--- config.mk ---
export PLATFORM = sky130hd
export DESIGN_NAME = mc_ctrl
export DESIGN_NICKNAME = d
export VERILOG_FILES = /design/src/rtl/mc_ctrl.sv
export SDC_FILE = /design/constraint.sdc
export NUM_CORES = 1
export LEC_CHECK = 0
export ABC_AREA = 1
export BUFFER_PORTS_ARGS = -buffer_cell sky130_fd_sc_hd__buf_2
export CORE_MARGIN = 5
export CORE_UTILIZATION = 45
export DETAILED_ROUTE_END_ITERATION = 10
export PLACE_DENSITY = 0.71
export REMOVE_ABC_BUFFERS = 1
export SLEW_MARGIN = 0
export SYNTH_ARGS = -nofsm -noshare
export SYNTH_HDL_FRONTEND = slang
export SYNTH_SLANG_ARGS = --single-unit
--- constraint.sdc ---
create_clock -name clk -period 3.88 [get_ports clk]
set_clock_uncertainty 0.2 [all_clocks]
set_input_delay 0.776 -clock clk [delete_from_list [all_inputs] [get_ports clk]]
set_output_delay 0.776 -clock clk [all_outputs]
set_load 0.005 [all_outputs]
--- src/rtl/mc_ctrl.sv ---
`default_nettype none
// ============================================================================
// Module   : mc_ctrl
// Purpose  : Sequencer for multi-cycle EX operations (MUL/DIV/MADD). Hands out
//            start/step/count controls to the iterative datapath, merges its
//            own stall need with ID/EX hazard requests into the pipeline stall
//            vector, and keeps a saturating count of stalled cycles.
// Revision : 1.0 - initial release
// ============================================================================
module mc_ctrl #(
  parameter int MUL_LAT = 4,
  parameter int DIV_LAT = 32,
  parameter int CNT_W   = 6,
  parameter int PERF_W  = 32
) (
  input  logic              clk,
  input  logic              rst,
  input  logic              stallreq_id_i,
  input  logic              stallreq_ex_i,
  input  logic              mc_req_i,
  input  logic [1:0]        mc_kind_i,
  input  logic              mc_annul_i,
  output logic              mc_start_o,
  output logic              mc_step_o,
  output logic [CNT_W-1:0]  mc_cnt_o,
  output logic              mc_ready_o,
  output logic              mc_busy_o,
  output logic              mc_badkind_o,
  output logic [5:0]        stall_o,
  output logic [PERF_W-1:0] stall_cnt_o
);

  typedef enum logic [1:0] {
    S_IDLE = 2'd0,
    S_RUN  = 2'd1,
    S_DONE = 2'd2
  } state_t;

  // Counter preload is latency minus one: the counter reads "remaining - 1".
  localparam logic [CNT_W-1:0]  MUL_INIT  = CNT_W'(MUL_LAT - 1);
  localparam logic [CNT_W-1:0]  MADD_INIT = CNT_W'(MUL_LAT);
  localparam logic [CNT_W-1:0]  DIV_INIT  = CNT_W'(DIV_LAT - 1);
  localparam logic [CNT_W-1:0]  CNT_ONE   = CNT_W'(1);
  localparam logic [PERF_W-1:0] PERF_ONE  = PERF_W'(1);
  localparam logic [PERF_W-1:0] PERF_MAX  = '1;

  state_t             state_q, state_d;
  logic [CNT_W-1:0]   cnt_q, cnt_d;
  logic [PERF_W-1:0]  stall_cnt_q, stall_cnt_d;

  logic               accept;
  logic               step;
  logic               ready;
  logic               badkind;
  logic               run_stall;
  logic               mc_stall;
  logic [5:0]         stall_vec;

  // Next-state, counter update and per-cycle datapath controls.
  always_comb begin
    state_d   = state_q;
    cnt_d     = cnt_q;
    accept    = 1'b0;
    step      = 1'b0;
    ready     = 1'b0;
    badkind   = 1'b0;
    run_stall = 1'b0;
    case (state_q)
      S_IDLE: begin
        if (mc_req_i) begin
          if (mc_kind_i == 2'd3) begin
            badkind = 1'b1;
          end else if (!mc_annul_i) begin
            accept  = 1'b1;
            state_d = S_RUN;
            case (mc_kind_i)
              2'd0:    cnt_d = MUL_INIT;
              2'd1:    cnt_d = DIV_INIT;
              default: cnt_d = MADD_INIT;
            endcase
          end
        end
      end
      S_RUN: begin
        if (mc_annul_i) begin
          // Flush wins over stepping: drop the op without a result.
          state_d = S_IDLE;
          cnt_d   = '0;
        end else begin
          step      = 1'b1;
          run_stall = 1'b1;
          if (cnt_q == '0) begin
            state_d = S_DONE;
          end else begin
            cnt_d = cnt_q - CNT_ONE;
          end
        end
      end
      S_DONE: begin
        // EX retires the result this cycle; a new request waits one cycle.
        ready   = !mc_annul_i;
        state_d = S_IDLE;
        cnt_d   = '0;
      end
      default: begin
        state_d = S_IDLE;
        cnt_d   = '0;
      end
    endcase
  end

  // Stall vector merge: EX-level stalls freeze pc..ex, ID hazards freeze pc..id.
  always_comb begin
    mc_stall = accept | run_stall;
    if (stallreq_ex_i || mc_stall) begin
      stall_vec = 6'b001111;
    end else if (stallreq_id_i) begin
      stall_vec = 6'b000111;
    end else begin
      stall_vec = 6'b000000;
    end
  end

  // Saturating stalled-cycle counter.
  always_comb begin
    stall_cnt_d = stall_cnt_q;
    if ((stall_vec != 6'b000000) && (stall_cnt_q != PERF_MAX)) begin
      stall_cnt_d = stall_cnt_q + PERF_ONE;
    end
  end

  // State, iteration counter and performance counter registers.
  always_ff @(posedge clk) begin
    if (rst) begin
      state_q     <= S_IDLE;
      cnt_q       <= '0;
      stall_cnt_q <= '0;
    end else begin
      state_q     <= state_d;
      cnt_q       <= cnt_d;
      stall_cnt_q <= stall_cnt_d;
    end
  end

  // Outputs are forced quiet while reset is asserted.
  assign mc_start_o   = accept  & ~rst;
  assign mc_step_o    = step    & ~rst;
  assign mc_ready_o   = ready   & ~rst;
  assign mc_badkind_o = badkind & ~rst;
  assign mc_busy_o    = (state_q != S_IDLE) & ~rst;
  assign mc_cnt_o     = rst ? '0 : cnt_q;
  assign stall_o      = rst ? 6'b000000 : stall_vec;
  assign stall_cnt_o  = rst ? '0 : stall_cnt_q;

endmodule
`default_nettype wire

* After elaboration in Yosys (flattened, before gate mapping)
Index checks and enable logic that the tools add are counted.
** Operators by class
- Add/sub/neg operators :: 2
- Multipliers :: 0
- Div/mod/pow operators :: 0
- $lt $le $gt $ge :: 0
- Equality and inequality tests :: 10
- Shifts and indexed selects :: 0
- Muxes and demuxes :: 27
- Bitwise operators :: 7
- Reduce and logical (&&, ||, !) cells :: 10
** Operators by type and width (number)
- $mux W6 :: 7
- $add A32 B1 Y32 const B :: 1
- $mux W32 :: 1
- $ne A32 B32 Y1 const B :: 1
- $pmux W6 S2 :: 1
- $mux W2 :: 5
- $pmux W5 S2 :: 1
- $mux W1 :: 9
- $reduce_and A4 Y1 :: 2
- $logic_not A6 Y1 :: 1
- $ne A2 B2 Y1 const B :: 3
- $ne A3 B3 Y1 const B :: 2
- $reduce_bool A6 Y1 :: 1
- $sub A6 B1 Y6 const B :: 1
- $and A1 B1 Y1 :: 5
- $eq A2 B1 Y1 const B :: 2
- $eq A2 B2 Y1 const B :: 2
- $logic_not A2 Y1 :: 2
- $mux W4 :: 1
- $pmux W2 S2 :: 1
- $mux W3 :: 1
- $reduce_bool A2 Y1 :: 1
- $logic_and A1 B1 Y1 :: 1
- $logic_not A1 Y1 :: 1
- other kinds (3) :: 3
** Word-level totals
- Bits in registers :: 40
- Latch bits :: 0
- Memory bits (writable) :: 0
- Memory bits (read-only) :: 0
- Bits of input ports :: 8
- Logic and storage cells :: 59
- Memories :: 0

* Logic depth before layout (Yosys ltp)
- Depth in word-level cells :: 9
- Depth in mapped cells :: 11
- Depth with buffers taken out :: 10

* Worst setup path after synthesis
OpenSTA, ideal clock, no wires.
- Kind :: input to output
- Start point :: input port mc_annul_i
- End point :: output port stall_o[1]
- Arrival time :: 1.704 ns
- Required time :: 2.904 ns
- Slack :: 1.200 ns
- Cell stages on the path :: 9
- Path through :: inv_1 nand3_1 nand2_1 inv_1 nand3b_4 buf_2 nand2_1 inv_1 buf_4
** On the way
- Word-level cells in the longest chain between the ends :: 8
- Elaborated cells on any way between the ends :: 9
** Ends and longest elaborated chain
- from (decl) :: RTL line 22 : input logic mc_annul_i,
- $mux W1 * :: RTL line 73, 85
- $mux W1 :: RTL line 71 : if (mc_kind_i == 2'd3) begin
- $mux W1 :: RTL line 70 : if (mc_req_i) begin
- $mux W1 :: RTL line 68 : case (state_q)
- $or A1 B1 Y1 * :: RTL line 114 : mc_stall = accept | run_stall;
- $logic_or A1 B1 Y1 * :: RTL line 115 : if (stallreq_ex_i || mc_stall) begin
- $mux W4 * :: RTL line 115
- $mux W6 * :: RTL line 152 : assign stall_o = rst ? 6'b000000 : stall_vec;
- to (decl) :: RTL line 29 : output logic [5:0] stall_o,
Every way passes the cells marked *; elsewhere a longest branch is shown, timed or not.

* Final worst setup path
- Start point :: input port mc_kind_i[0]
- End point :: output port stall_o[1]
** On the way
- Word-level cells in the longest chain between the ends :: 8
** Ends and longest elaborated chain
- from (decl) :: RTL line 21 : input logic [1:0] mc_kind_i,
- $eq A2 B2 Y1 :: RTL line 71
- $mux W1 :: RTL line 71
- $mux W1 :: RTL line 70
- $mux W1 :: RTL line 68
- $or A1 B1 Y1 :: RTL line 114
- $logic_or A1 B1 Y1 :: RTL line 115
- $mux W4 :: RTL line 115
- $mux W6 :: RTL line 152
Every way passes these cells.

==> impl_metrics.toml <==
[timing]
finalSetupTns_ps = 0
fmax_mhz = 362
final-setup-viol-count = 0
slew_headroom_pct = 65.9
period_needed_ps = 2760
timing.final.ws_setup_ps = 1120
rsz0062_at_grt = "no"
finalMaxSlewViolations = 0
hold-worst-slack_ps = 285
tightest_slew_ps = 511
layout_worst_path_cycle_share_pct = 71.2
hold_violations = 0

[synthesis]
yosysWarnings = 0
yosys.cell_types.count = 30
synth_cells = 496
ys_seq_elements = 40
syn_area_mm2 = 0.00300
yosysSeqAreaShare_pct = 26.7
synth_area_per_cell_um2 = 6.05

[detailed_routing]
via_per_inst = 4.89
wire_per_inst_um = 11.8
vias = 3019
drtAntennaViolNets = 0
dr.pass1.iters = 4
drtIter0Drc = 131
drc_errors = 0
wl_um = 7280

[critical_path]
setup.worst_path.start_class = "input pin"
crit_required_ps = 2900
crit_path_end_kind = "primary output"
worstPathMaxFanout = 16
critPathKind = "input pin to primary output"
crit_arrival_ps = 1790

[clock_network]
clock_latency_ps = 300
cts_tree = "yes"
post_cts_buffers = 0
clk_pin_slew_ps = 90
cts_resized = 0
cts-root-buf = "clkbuf_8"
postCtsHoldBufs = 0
clockBufferDepth = 2
numCtsBuffers = 5
htree_levels = 2
cts_sinks = 40

[global_routing]
grt_overflow = 0
grt_start_max_net_pins = 44
grtUsageTotal_pct = 18.0
grt_pass1_wl_um = 12700
first_global_vias = 2874
antenna_found_initial = 0

[die]
floorplan.initialDensity_pct = 46.7
die_w_um = 91.6
die_y_um = 91.6
core-area_mm2 = 0.00642
num_rows = 29
die_area_mm2 = 0.00840
io_pins = 57

[cells_and_area]
final_cell_mix = "nand2_1, nor2_1, inv_1"
fin_area_mm2 = 0.00332
drive_above_1_share_pct = 19.3
diodes = 0
fin_nets = 549
final_util_pct = 51.7
area.growth.synth_to_final_pct = 10.7
final_common_cell = "nand2_1"
finalNonFillerCells = 617
fillers = 679

[placed_design]
gp_congestion = 0.921
io_buffers = 54
dpl_cell_area_mm2 = 0.00323
placed_cells = 609
hpwl_um = 5560
place_ws_ps = 1120

[power_and_ir_drop]
power_density_mw_per_mm2 = 248
power_leakage_nw = 1.40
fin_total_pwr_uw = 822
peakVddDrop_mv = 0.129

[outcome]
status = "finished, final reports clean"

[job]
cap_viol_max_count = 0

[worst_hold_path]
min_path_type = "flop to flop"
synthesized netlist by cell type, drive strengths merged:
master / number / area (um^2)
dfxtp: 40 / 801
a21oi: 25 / 200
nor2: 122 / 512
clkbuf: 7 / 26.3
buf: 14 / 125
a21boi: 1 / 7.51
nand2: 152 / 616
nor3: 9 / 45.0
o21ai: 8 / 40.0
nor4: 1 / 6.26
inv: 59 / 221
nand3b: 1 / 20.0
ha: 2 / 25.0
nor3b: 1 / 7.51
nand4: 11 / 68.8
xor2: 16 / 140
nand3: 23 / 115
conb: 1 / 3.75
o22ai: 2 / 12.5
and3: 1 / 6.26
registers in the layout, summed over array words and instances (netlist names):
signal and count:
cnt_q 6, stall_cnt_q 32, state_q 2
area by class of cell:
class	instances	area, um^2	share of cell area, %
clock buffer	5	68.8	2.07
clock inverter	3	18.8	0.565
inverter	59	221	6.67
multi-input combinational	377	1830	55.1
sequential	40	801	24.1
tap	77	96.3	2.90
timing repair buffer	56	285	8.59
worst paths after layout:
path | start | endpoint | slack [ps] | cells after the start
hold reg to reg | cnt_q[4] | cnt_q[4] | 290 | 2
hold / removal | cnt_q[4] | cnt_q[4] | 290 | 2
setup reg to reg | stall_cnt_q[0] | stall_cnt_q[11] | 1420 | 10
setup / recovery | mc_kind_i[0] | stall_o[1] | 1120 | 7
metal layers:
| metal | global-route usage, % | part of all wire (%) |
|---|---|---|
| met1 | 22.4 | 45 |
| met2 | 29.9 | 46 |
| met3 | 3.76 | 5.8 |
| met4 | 7.91 | 2.7 |
| met5 | 0 | 0 |
critical path, cell delays in order:
cell and delay, ps:
buf_2 110, nand2_1 120, nand4_1 230, nand3b_4 270, nand2_1 80, inv_1 90, buf_2 110
kinds of logic (layout without fill, tap and decap cells):
family          count (synthesis)  in the layout  share of synthesized area, %
buf+inv                        80            123                          12.4
fa+ha+maj                       2              2                         0.834
compound gates                 36             36                          8.68
simple gates                  321            321                          46.6
flops                          40             40                          26.7
other cells                     1              2                         0.125
xor+xnor                       16             16                          4.67
where the power goes:
group | switching, mW | internal [mW] | leakage (nW)
logic | 0.0733 | 0.0346 | 1.03
registers | 0.00887 | 0.419 | 0.323
clock network | 0.161 | 0.126 | 0.0479
No activity file was read; power rests on OpenSTA's default activity.
